### src/rtl/fifo_arb_pkg.sv
// Shared constants for the FIFO write arbiter: state encoding and default sizing.
package fifo_arb_pkg;

    localparam int unsigned DEF_NUM_REQ         = 4;
    localparam int unsigned DEF_ID_WIDTH        = 2;
    localparam int unsigned DEF_DATA_WIDTH      = 4;
    localparam int unsigned DEF_BURST_LEN       = 4;
    localparam int unsigned DEF_BURST_CNT_WIDTH = 2;

    typedef enum logic {
        IDLE  = 1'b0,
        GRANT = 1'b1
    } arb_state_e;

endpackage

### src/rtl/fifo_wr_arbiter_rr_pick.sv
// Combinational round-robin picker: first set req bit scanning cyclically from last+1.
module rr_pick
    import fifo_arb_pkg::*;
#(
    parameter int unsigned NUM_REQ  = DEF_NUM_REQ,
    parameter int unsigned ID_WIDTH = DEF_ID_WIDTH
) (
    input  logic [NUM_REQ-1:0]  req,
    input  logic [ID_WIDTH-1:0] last,
    output logic                found,
    output logic [ID_WIDTH-1:0] idx
);

    // Choose the requester with the smallest cyclic distance past the last grant.
    always_comb begin : pick
        int unsigned best_off;
        int unsigned off;
        found    = 1'b0;
        idx      = '0;
        best_off = NUM_REQ;
        off      = 0;
        for (int unsigned j = 0; j < NUM_REQ; j++) begin
            off = (j + 2 * NUM_REQ - 32'(last) - 1) % NUM_REQ;
            if (req[j] && (off < best_off)) begin
                best_off = off;
                idx      = ID_WIDTH'(j);
                found    = 1'b1;
            end
        end
    end

endmodule

### src/rtl/fifo_wr_arbiter.sv
// Round-robin write arbiter sharing one FIFO enqueue port among NUM_REQ producers.
module fifo_wr_arbiter
    import fifo_arb_pkg::*;
#(
    parameter int unsigned NUM_REQ         = DEF_NUM_REQ,
    parameter int unsigned ID_WIDTH        = DEF_ID_WIDTH,
    parameter int unsigned DATA_WIDTH      = DEF_DATA_WIDTH,
    parameter int unsigned BURST_LEN       = DEF_BURST_LEN,
    parameter int unsigned BURST_CNT_WIDTH = DEF_BURST_CNT_WIDTH
) (
    input  logic                           clk,
    input  logic                           rst_n,
    input  logic                           clr_in,
    input  logic [NUM_REQ-1:0]             req_valid,
    input  logic [NUM_REQ-1:0]             req_last,
    input  logic [NUM_REQ*DATA_WIDTH-1:0]  req_data,
    output logic [NUM_REQ-1:0]             req_ready,
    output logic [ID_WIDTH+DATA_WIDTH-1:0] fifo_din,
    output logic                           fifo_enq,
    input  logic                           fifo_full_n,
    output logic                           fifo_clr,
    output logic [ID_WIDTH-1:0]            grant_id,
    output logic                           busy
);

    localparam logic [BURST_CNT_WIDTH-1:0] LAST_BEAT = BURST_CNT_WIDTH'(BURST_LEN - 1);

    arb_state_e                 state, state_nx;
    logic [ID_WIDTH-1:0]        owner, owner_nx;
    logic [ID_WIDTH-1:0]        last_grant, last_grant_nx;
    logic [BURST_CNT_WIDTH-1:0] beat_cnt, beat_cnt_nx;

    logic                       pick_found;
    logic [ID_WIDTH-1:0]        pick_idx;
    logic                       own_valid;
    logic                       own_last;
    logic [DATA_WIDTH-1:0]      own_data;
    logic                       live;
    logic                       transfer;

    // Reset is active-high here; outputs stay quiet while it is held.
    assign live = ~rst_n;

    rr_pick #(
        .NUM_REQ  (NUM_REQ),
        .ID_WIDTH (ID_WIDTH)
    ) u_rr_pick (
        .req   (req_valid),
        .last  (last_grant),
        .found (pick_found),
        .idx   (pick_idx)
    );

    // Select the current owner's valid/last/data lanes.
    always_comb begin
        own_valid = 1'b0;
        own_last  = 1'b0;
        own_data  = '0;
        for (int unsigned j = 0; j < NUM_REQ; j++) begin
            if (owner == ID_WIDTH'(j)) begin
                own_valid = req_valid[j];
                own_last  = req_last[j];
                own_data  = req_data[j*DATA_WIDTH +: DATA_WIDTH];
            end
        end
    end

    // Next-state and handshake logic; clr_in overrides any transfer.
    always_comb begin
        state_nx      = state;
        owner_nx      = owner;
        last_grant_nx = last_grant;
        beat_cnt_nx   = beat_cnt;
        req_ready     = '0;
        fifo_enq      = 1'b0;
        transfer      = 1'b0;
        fifo_din      = {owner, own_data};
        fifo_clr      = clr_in & live;

        if (clr_in) begin
            state_nx    = IDLE;
            beat_cnt_nx = '0;
        end else begin
            case (state)
                IDLE: begin
                    if (pick_found) begin
                        owner_nx      = pick_idx;
                        last_grant_nx = pick_idx;
                        beat_cnt_nx   = '0;
                        state_nx      = GRANT;
                    end
                end
                GRANT: begin
                    for (int unsigned j = 0; j < NUM_REQ; j++) begin
                        if (owner == ID_WIDTH'(j)) begin
                            req_ready[j] = fifo_full_n & live;
                        end
                    end
                    transfer = own_valid & fifo_full_n & live;
                    fifo_enq = transfer;
                    if (transfer) begin
                        if (own_last || (beat_cnt == LAST_BEAT)) begin
                            state_nx    = IDLE;
                            beat_cnt_nx = '0;
                        end else begin
                            beat_cnt_nx = beat_cnt + BURST_CNT_WIDTH'(1);
                        end
                    end
                end
                default: begin
                    state_nx = IDLE;
                end
            endcase
        end
    end

    // State register with synchronous active-high reset.
    always_ff @(posedge clk) begin
        if (rst_n) begin
            state      <= IDLE;
            owner      <= '0;
            last_grant <= ID_WIDTH'(NUM_REQ - 1);
            beat_cnt   <= '0;
        end else begin
            state      <= state_nx;
            owner      <= owner_nx;
            last_grant <= last_grant_nx;
            beat_cnt   <= beat_cnt_nx;
        end
    end

    assign grant_id = owner;
    assign busy     = (state == GRANT);

endmodule

### config.mk
export PLATFORM = sky130hd
export DESIGN_NAME = fifo_wr_arbiter
export DESIGN_NICKNAME = d
export VERILOG_FILES = /design/src/rtl/fifo_arb_pkg.sv /design/src/rtl/fifo_wr_arbiter_rr_pick.sv /design/src/rtl/fifo_wr_arbiter.sv
export SDC_FILE = /design/constraint.sdc
export NUM_CORES = 1
export LEC_CHECK = 0
export CAP_MARGIN = 20
export CORE_MARGIN = 8
export CORE_UTILIZATION = 39
export CTS_BUF_LIST = sky130_fd_sc_hd__clkbuf_4 sky130_fd_sc_hd__clkbuf_8
export DETAILED_ROUTE_END_ITERATION = 7
export PLACE_DENSITY = 0.82
export SYNTH_ARGS = -nofsm -noshare
export SYNTH_HDL_FRONTEND = slang
export SYNTH_HIERARCHICAL = 1
export SYNTH_SLANG_ARGS = --single-unit
### constraint.sdc
create_clock -name clk -period 3.9 [get_ports clk]
set_input_delay 0.975 -clock clk [delete_from_list [all_inputs] [get_ports clk]]
set_output_delay 0.975 -clock clk [all_outputs]
set_load 0.02 [all_outputs]
Word level (Yosys, flattened, before mapping)
Cells that the tools add are included.
- output and inout port bits: 15
- logic and storage cells: 77
- flip-flop bits (word level): 7
- input bits: 28
- multiplexer cells: 38
- order comparisons: 4
- reductions and logical operators: 9
- $add $sub $neg: 9
- equality and inequality tests: 6
- bitwise logic cells: 7
- operator list (kind ; count):
    $mux W4 ; 6
    $mux W1 ; 22
    $mux W2 ; 5
    $lt A2 B3 Y1 ; 3
    $mux W3 ; 3
    $sub A2 B1 Y2 const B ; 4
    $eq A2 B2 Y1 const B ; 3
    $and A1 B1 Y1 ; 4
    $logic_and A1 B1 Y1 ; 4
    $pmux W2 S2 ; 1
    $sub A1 B2 Y2 const A ; 2
    $sub A2 B2 Y2 const A ; 2
    $lt A2 B3 Y1 const B ; 1
    $not A1 Y1 ; 3
    $reduce_and A3 Y1 ; 1
    $add A2 B1 Y2 const B ; 1
    $eq A2 B1 Y1 const B ; 1
    $logic_not A2 Y1 ; 1
    $ne A2 B1 Y1 const B ; 1
    $ne A2 B2 Y1 const B ; 1
    $pmux W1 S2 ; 1
    $reduce_and A2 Y1 ; 1
    $reduce_or A2 Y1 ; 1
    $logic_or A1 B1 Y1 ; 1

Longest topological paths before layout
- word-level depth: 16
- depth in mapped cells: 17
- mapped depth without buffers: 17

Hierarchy
The synthesis kept the hierarchy.
- by module, submodules not included (module ; seq. area each (um2) ; instances ; area an instance (um2) ; cells an instance):
    fifo_wr_arbiter ; 140.1 ; 1 ; 538.0 ; 52
    rr_pick ; 0.0 ; 1 ; 206.4 ; 30

Least setup slack after synthesis
OpenSTA, ideal clock, no wires.
- path kind: input to register
- start: input port req_valid[0]
- end: register owner[0], in the netlist grant_id[0]
- library setup time: 0.070 ns
- slack: 0.405 ns
- path buffers: 0
- required time: 3.830 ns
- data arrival time: 3.425 ns
- stages on the path: 15
- path through: nand2_1 ha_1 nor2b_1 or3_1 and2_1 ha_1 o22ai_1 a22oi_2 nor2_1 a31o_2 ha_1 or4b_1 nand3_1 nand2_1 a21oi_1
- elaborated cells between the ends (all ways): 18
- classes of those cells: 3 x order compare; 10 x mux; 5 x reduce/logical
- RTL lines (item ; RTL line ; source):
    start: declaration ; fifo_wr_arbiter.sv:14 ; input logic [NUM_REQ-1:0] req_valid,
    $logic_and A1 B1 Y1 (*) ; fifo_wr_arbiter_rr_pick.sv:24 ; if (req[j] && (off < best_off)) begin
    $mux W3 (*) ; fifo_wr_arbiter_rr_pick.sv:24 ;
    $lt A2 B3 Y1 ; fifo_wr_arbiter_rr_pick.sv:24 ;
    $logic_and A1 B1 Y1 ; fifo_wr_arbiter_rr_pick.sv:24 ;
    $mux W3 ; fifo_wr_arbiter_rr_pick.sv:24 ;
    $lt A2 B3 Y1 ; fifo_wr_arbiter_rr_pick.sv:24 ;
    $logic_and A1 B1 Y1 ; fifo_wr_arbiter_rr_pick.sv:24 ;
    $mux W3 ; fifo_wr_arbiter_rr_pick.sv:24 ;
    $lt A2 B3 Y1 ; fifo_wr_arbiter_rr_pick.sv:24 ;
    $logic_and A1 B1 Y1 ; fifo_wr_arbiter_rr_pick.sv:24 ;
    $mux W2 (*) ; fifo_wr_arbiter_rr_pick.sv:24 ;
    named net pick_idx[0] ; fifo_wr_arbiter.sv:34 ; logic [ID_WIDTH-1:0] pick_idx;
    end signal: assignment ; fifo_wr_arbiter.sv:126 ; owner <= owner_nx;
    end: declaration ; fifo_wr_arbiter.sv:29 ; logic [ID_WIDTH-1:0] owner, owner_nx;
Mark *: on every way through the listed nets, which the timed path passes. The rest lies on a longest branch.
A chain may end at the register's enable or synchronous reset.

Worst setup path in the final report
- start: input port req_valid[1]
- end: output port fifo_enq
- longest elaborated chain between the ends: 7
- ends and longest elaborated chain (item ; RTL line ; source):
    $mux W1 (3 in series) ; fifo_wr_arbiter.sv:60 ; if (owner == ID_WIDTH'(j)) begin
    $and A1 B1 Y1 (2 in series) ; fifo_wr_arbiter.sv:99 ; transfer = own_valid & fifo_full_n & live;
    $mux W1 ; fifo_wr_arbiter.sv:84 ; case (state)
    $mux W1 ; fifo_wr_arbiter.sv:80 ; if (clr_in) begin
    end: declaration ; fifo_wr_arbiter.sv:19 ; output logic fifo_enq,
Every way passes these cells.

==> results.rst <==
.. list-table::
   :header-rows: 1

   * - Metric
     - Value
   * - Share of synthesized area spent on multiplexers
     - 20.7%
   * - Dominant register cell in the synthesized netlist
     - dfxtp_1
   * - Per-cell routed wire length
     - 15.2 um
   * - Portion of the clock cycle consumed by the worst path in the final layout
     - 95.6%
   * - Final core utilization
     - 68.5%
   * - Pre-CTS setup slack
     - -0.284 ns
   * - Syn. warnings
     - 6
   * - Number of buffers inserted for hold repair after clock tree synthesis
     - 0
   * - Total via count after detailed routing
     - 863
   * - Ports placed on the boundary
     - 43
   * - Power consumption
     - 0.345 mW
   * - Max-capacitance violation count
     - 0
   * - Count of flip-flops with a built-in enable after synthesis
     - 0
   * - Count of unique library cells instantiated by Yosys
     - 36
   * - Starting Density
     - 39.6%
   * - Transition time at the pin with the least slew margin
     - 0.517 ns
   * - Area fraction in compound gates after synthesis
     - 17.5%
   * - Sequential cell area fraction in the yosys report
     - 18.8%
   * - Setup-violating endpoint count in the final report
     - 0
   * - Core ar.
     - 1880 um^2
   * - Class of the tightest hold or removal check
     - register to register
   * - Footprint of the multi-input gates
     - 583 um^2
   * - Nets in the synthesized netlist
     - 114
   * - Total number of clock tree sinks
     - 7
   * - Clock input transition at the sequential cells of the worst setup and hold paths
     - 0.05 ns
   * - Final HPWL from detailed placement
     - 1980 um
   * - Number of port buffers
     - 42
   * - Total CTS buffers
     - 3
   * - Cell taking the most area after synthesis
     - dfxtp_1
   * - Post-route worst setup slack
     - 0.173 ns
   * - First-pass iteration count of the detailed router
     - 4
   * - Register Area
     - 140 um^2
   * - Final hold violation count
     - 0
   * - Synthesized-area fraction occupied by xor and xnor cells
     - 1.18%
   * - Final WL
     - 2410 um
   * - Vias in the first global route
     - 854
   * - CTS tree
     - built
   * - Area delta synth->final
     - 73.1%
   * - Die Outline Area
     - 3560 um^2
   * - Largest net degree at the start of global routing
     - 13
   * - Count of antenna diodes in the layout
     - 0
   * - Via density per instance
     - 5.43
   * - Post-layout net count
     - 165
   * - Upper clock frequency limit
     - 268 MHz
   * - Leakage component of the power
     - 0.493 nW
   * - Pwr per Cell Area
     - 268 nW/um^2
   * - Setup tns final
     - 0 ns
   * - Count of nets left with antenna violations after detail routing
     - 0
   * - Run status
     - completed
   * - Global-route wire length before repair
     - 3620 um
   * - Vertical die dimension
     - 59.7 um
   * - Chip width
     - 59.7 um
   * - Synthesized-area fraction occupied by and/or/nand/nor cells
     - 29.1%
   * - Signal arrival time at the worst endpoint
     - 2.75 ns
   * - Synth top area cells
     - dfxtp_1, mux4_1, ha_1, nand2_1, o21ai_0
   * - Startpoint-to-endpoint class of the critical path
     - primary input to output port
   * - Cell with the most instances after synthesis
     - nand2_1
   * - Largest family of logic cells by synthesized area
     - simple AND/OR/NAND/NOR gates
   * - Setup repair after global routing missed its margin
     - false
   * - All-layer global routing usage
     - 12.9%
   * - Detailed-route DRC error count
     - 0
   * - Proportion of register bits with asynchronous set or reset after synthesis
     - 0%
   * - CP Capture Type
     - output port
   * - Critical Path Source Type
     - primary input
   * - Max_slew headroom
     - 65.5%
   * - Area of the mapped netlist
     - 744 um^2
   * - Data required time at the worst endpoint
     - 2.92 ns
   * - Flops & latches, synth
     - 7
   * - Post-route minimum period
     - 3.73 ns
   * - Most instantiated cells after synthesis
     - nand2_1, dfxtp_1, nor2_1
   * - First DRT Iteration DRCs
     - 19
   * - Fillers
     - 162
   * - Area share of the leading cell type in the synthesized netlist
     - 18.8%
   * - Count of pins over their slew limit
     - 0
   * - Proportion of layout cells with a drive suffix above 1
     - 17.4%
   * - Number of antenna violations at the first check in global routing
     - 0
   * - Placer's final routability congestion estimate
     - 0.762
   * - Row Count
     - 16
   * - Crit Path Max Fanout
     - 6
   * - Clock tree root buffer cell
     - clkbuf_4
   * - Gr ovfl total
     - 0
   * - Post-route clock skew
     - 0.000723 ns
   * - Number of cells produced by synthesis
     - 82
   * - Peak supply drop
     - 0.293 mV
   * - Insertion delay to the later sink of the worst-skew pair
     - 0.25 ns
   * - Largest buffer count on any clock path
     - 2
   * - Mean area per synthesized cell
     - 9.08 um^2
   * - Count of buffers added by post-CTS timing repair for setup
     - 0
   * - Adder-cell share of the synthesized area
     - 6.72%
   * - CTS H-tree lvls
     - 1
routing by layer:
metal,part of all wire [%],GRT usage [%],up-vias
li1,-,-,419
met1,44,14.5,395
met2,45,22.5,47
met3,11,4.30,2
met4,0.58,3.06,0
met5,0,0,-
power by group:
part	switching, mW	total, mW	internal (mW)
clock	0.0255	0.0714	0.0459
combinational	0.0768	0.181	0.104
sequential	0.0155	0.0928	0.0773
area by class of cell:
type                            count  share of cell area [%]
Timing Repair Buffer               50                    37.8
Multi-Input combinational cell     67                    45.2
Tap cell                           27                    2.62
Sequential cell                     7                    10.9
Clock buffer                        4                    2.33
Inverter                            4                    1.17
sequential cells by signal, indices dropped and copies added (netlist names):
register	flops
beat_cnt	2
busy	1
grant_id	2
last_grant	2
cells by family (layout without fill, tap and decap cells):
| family | count (synthesis) | count (layout) |
|---|---|---|
| simple gates | 38 | 38 |
| compound gates | 18 | 18 |
| buf+inv | 8 | 58 |
| flops | 7 | 7 |
| mux | 6 | 6 |
| fa+ha+maj | 4 | 4 |
| xor+xnor | 1 | 1 |
path summary, 6_finish.rpt:
check	start	to	slack, ns	depth (start not counted)
worst max-delay path	req_valid[1]	fifo_enq	0.17	6
worst min-delay path	beat_cnt[1]	beat_cnt[1]	0.51	2
worst max register to register	last_grant[1]	grant_id[0]	0.43	15
worst min register to register	beat_cnt[1]	beat_cnt[1]	0.51	2
layout by cell type, fill, tap and decap left out, types with 2 or more instances in the layout:
master | synthesis | final
and2_1 | 2 | 2
inv_1 | 4 | 4
a21oi_1 | 3 | 2
o21ai_1 | 1 | 2
clkbuf_4 | 0 | 4
nor4_1 | 2 | 2
clkdlybuf4s50_1 | 0 | 41
nor2_1 | 6 | 6
nand2_1 | 8 | 7
nand3b_1 | 2 | 2
o21ai_0 | 5 | 4
or3_1 | 2 | 2
nand3_1 | 4 | 4
or2_2 | 2 | 2
ha_1 | 4 | 3
mux4_1 | 5 | 5
o22ai_1 | 2 | 2
nor2b_1 | 3 | 3
dfxtp_1 | 7 | 7
buf_4 | 2 | 7
per-stage QoR:
stage          instance area, um^2  hold WS [ns]  std cells
6_report                      1290         0.507        159
5_1_grt                       1290         0.535        159
4_1_cts                       1260         0.506        159
3_5_place_dp                  1230         0.499        155
3_3_place_gp                  1230         0.474        155
2_1_floorplan                  744         0.462         82
what timing repair did:
item	4_1_cts	5_1_grt
endpoints found under the setup margin	1	2
pin swaps	1	1
gates resized for setup	1	7
critical path: stages:
cell             delay, ns
clkdlybuf4s50_1       0.41
buf_4                 0.16
mux4_1                0.53
nand2_1               0.10
nor2_1                0.04
clkdlybuf4s50_1       0.54
(Power assumes the default switching activity.)
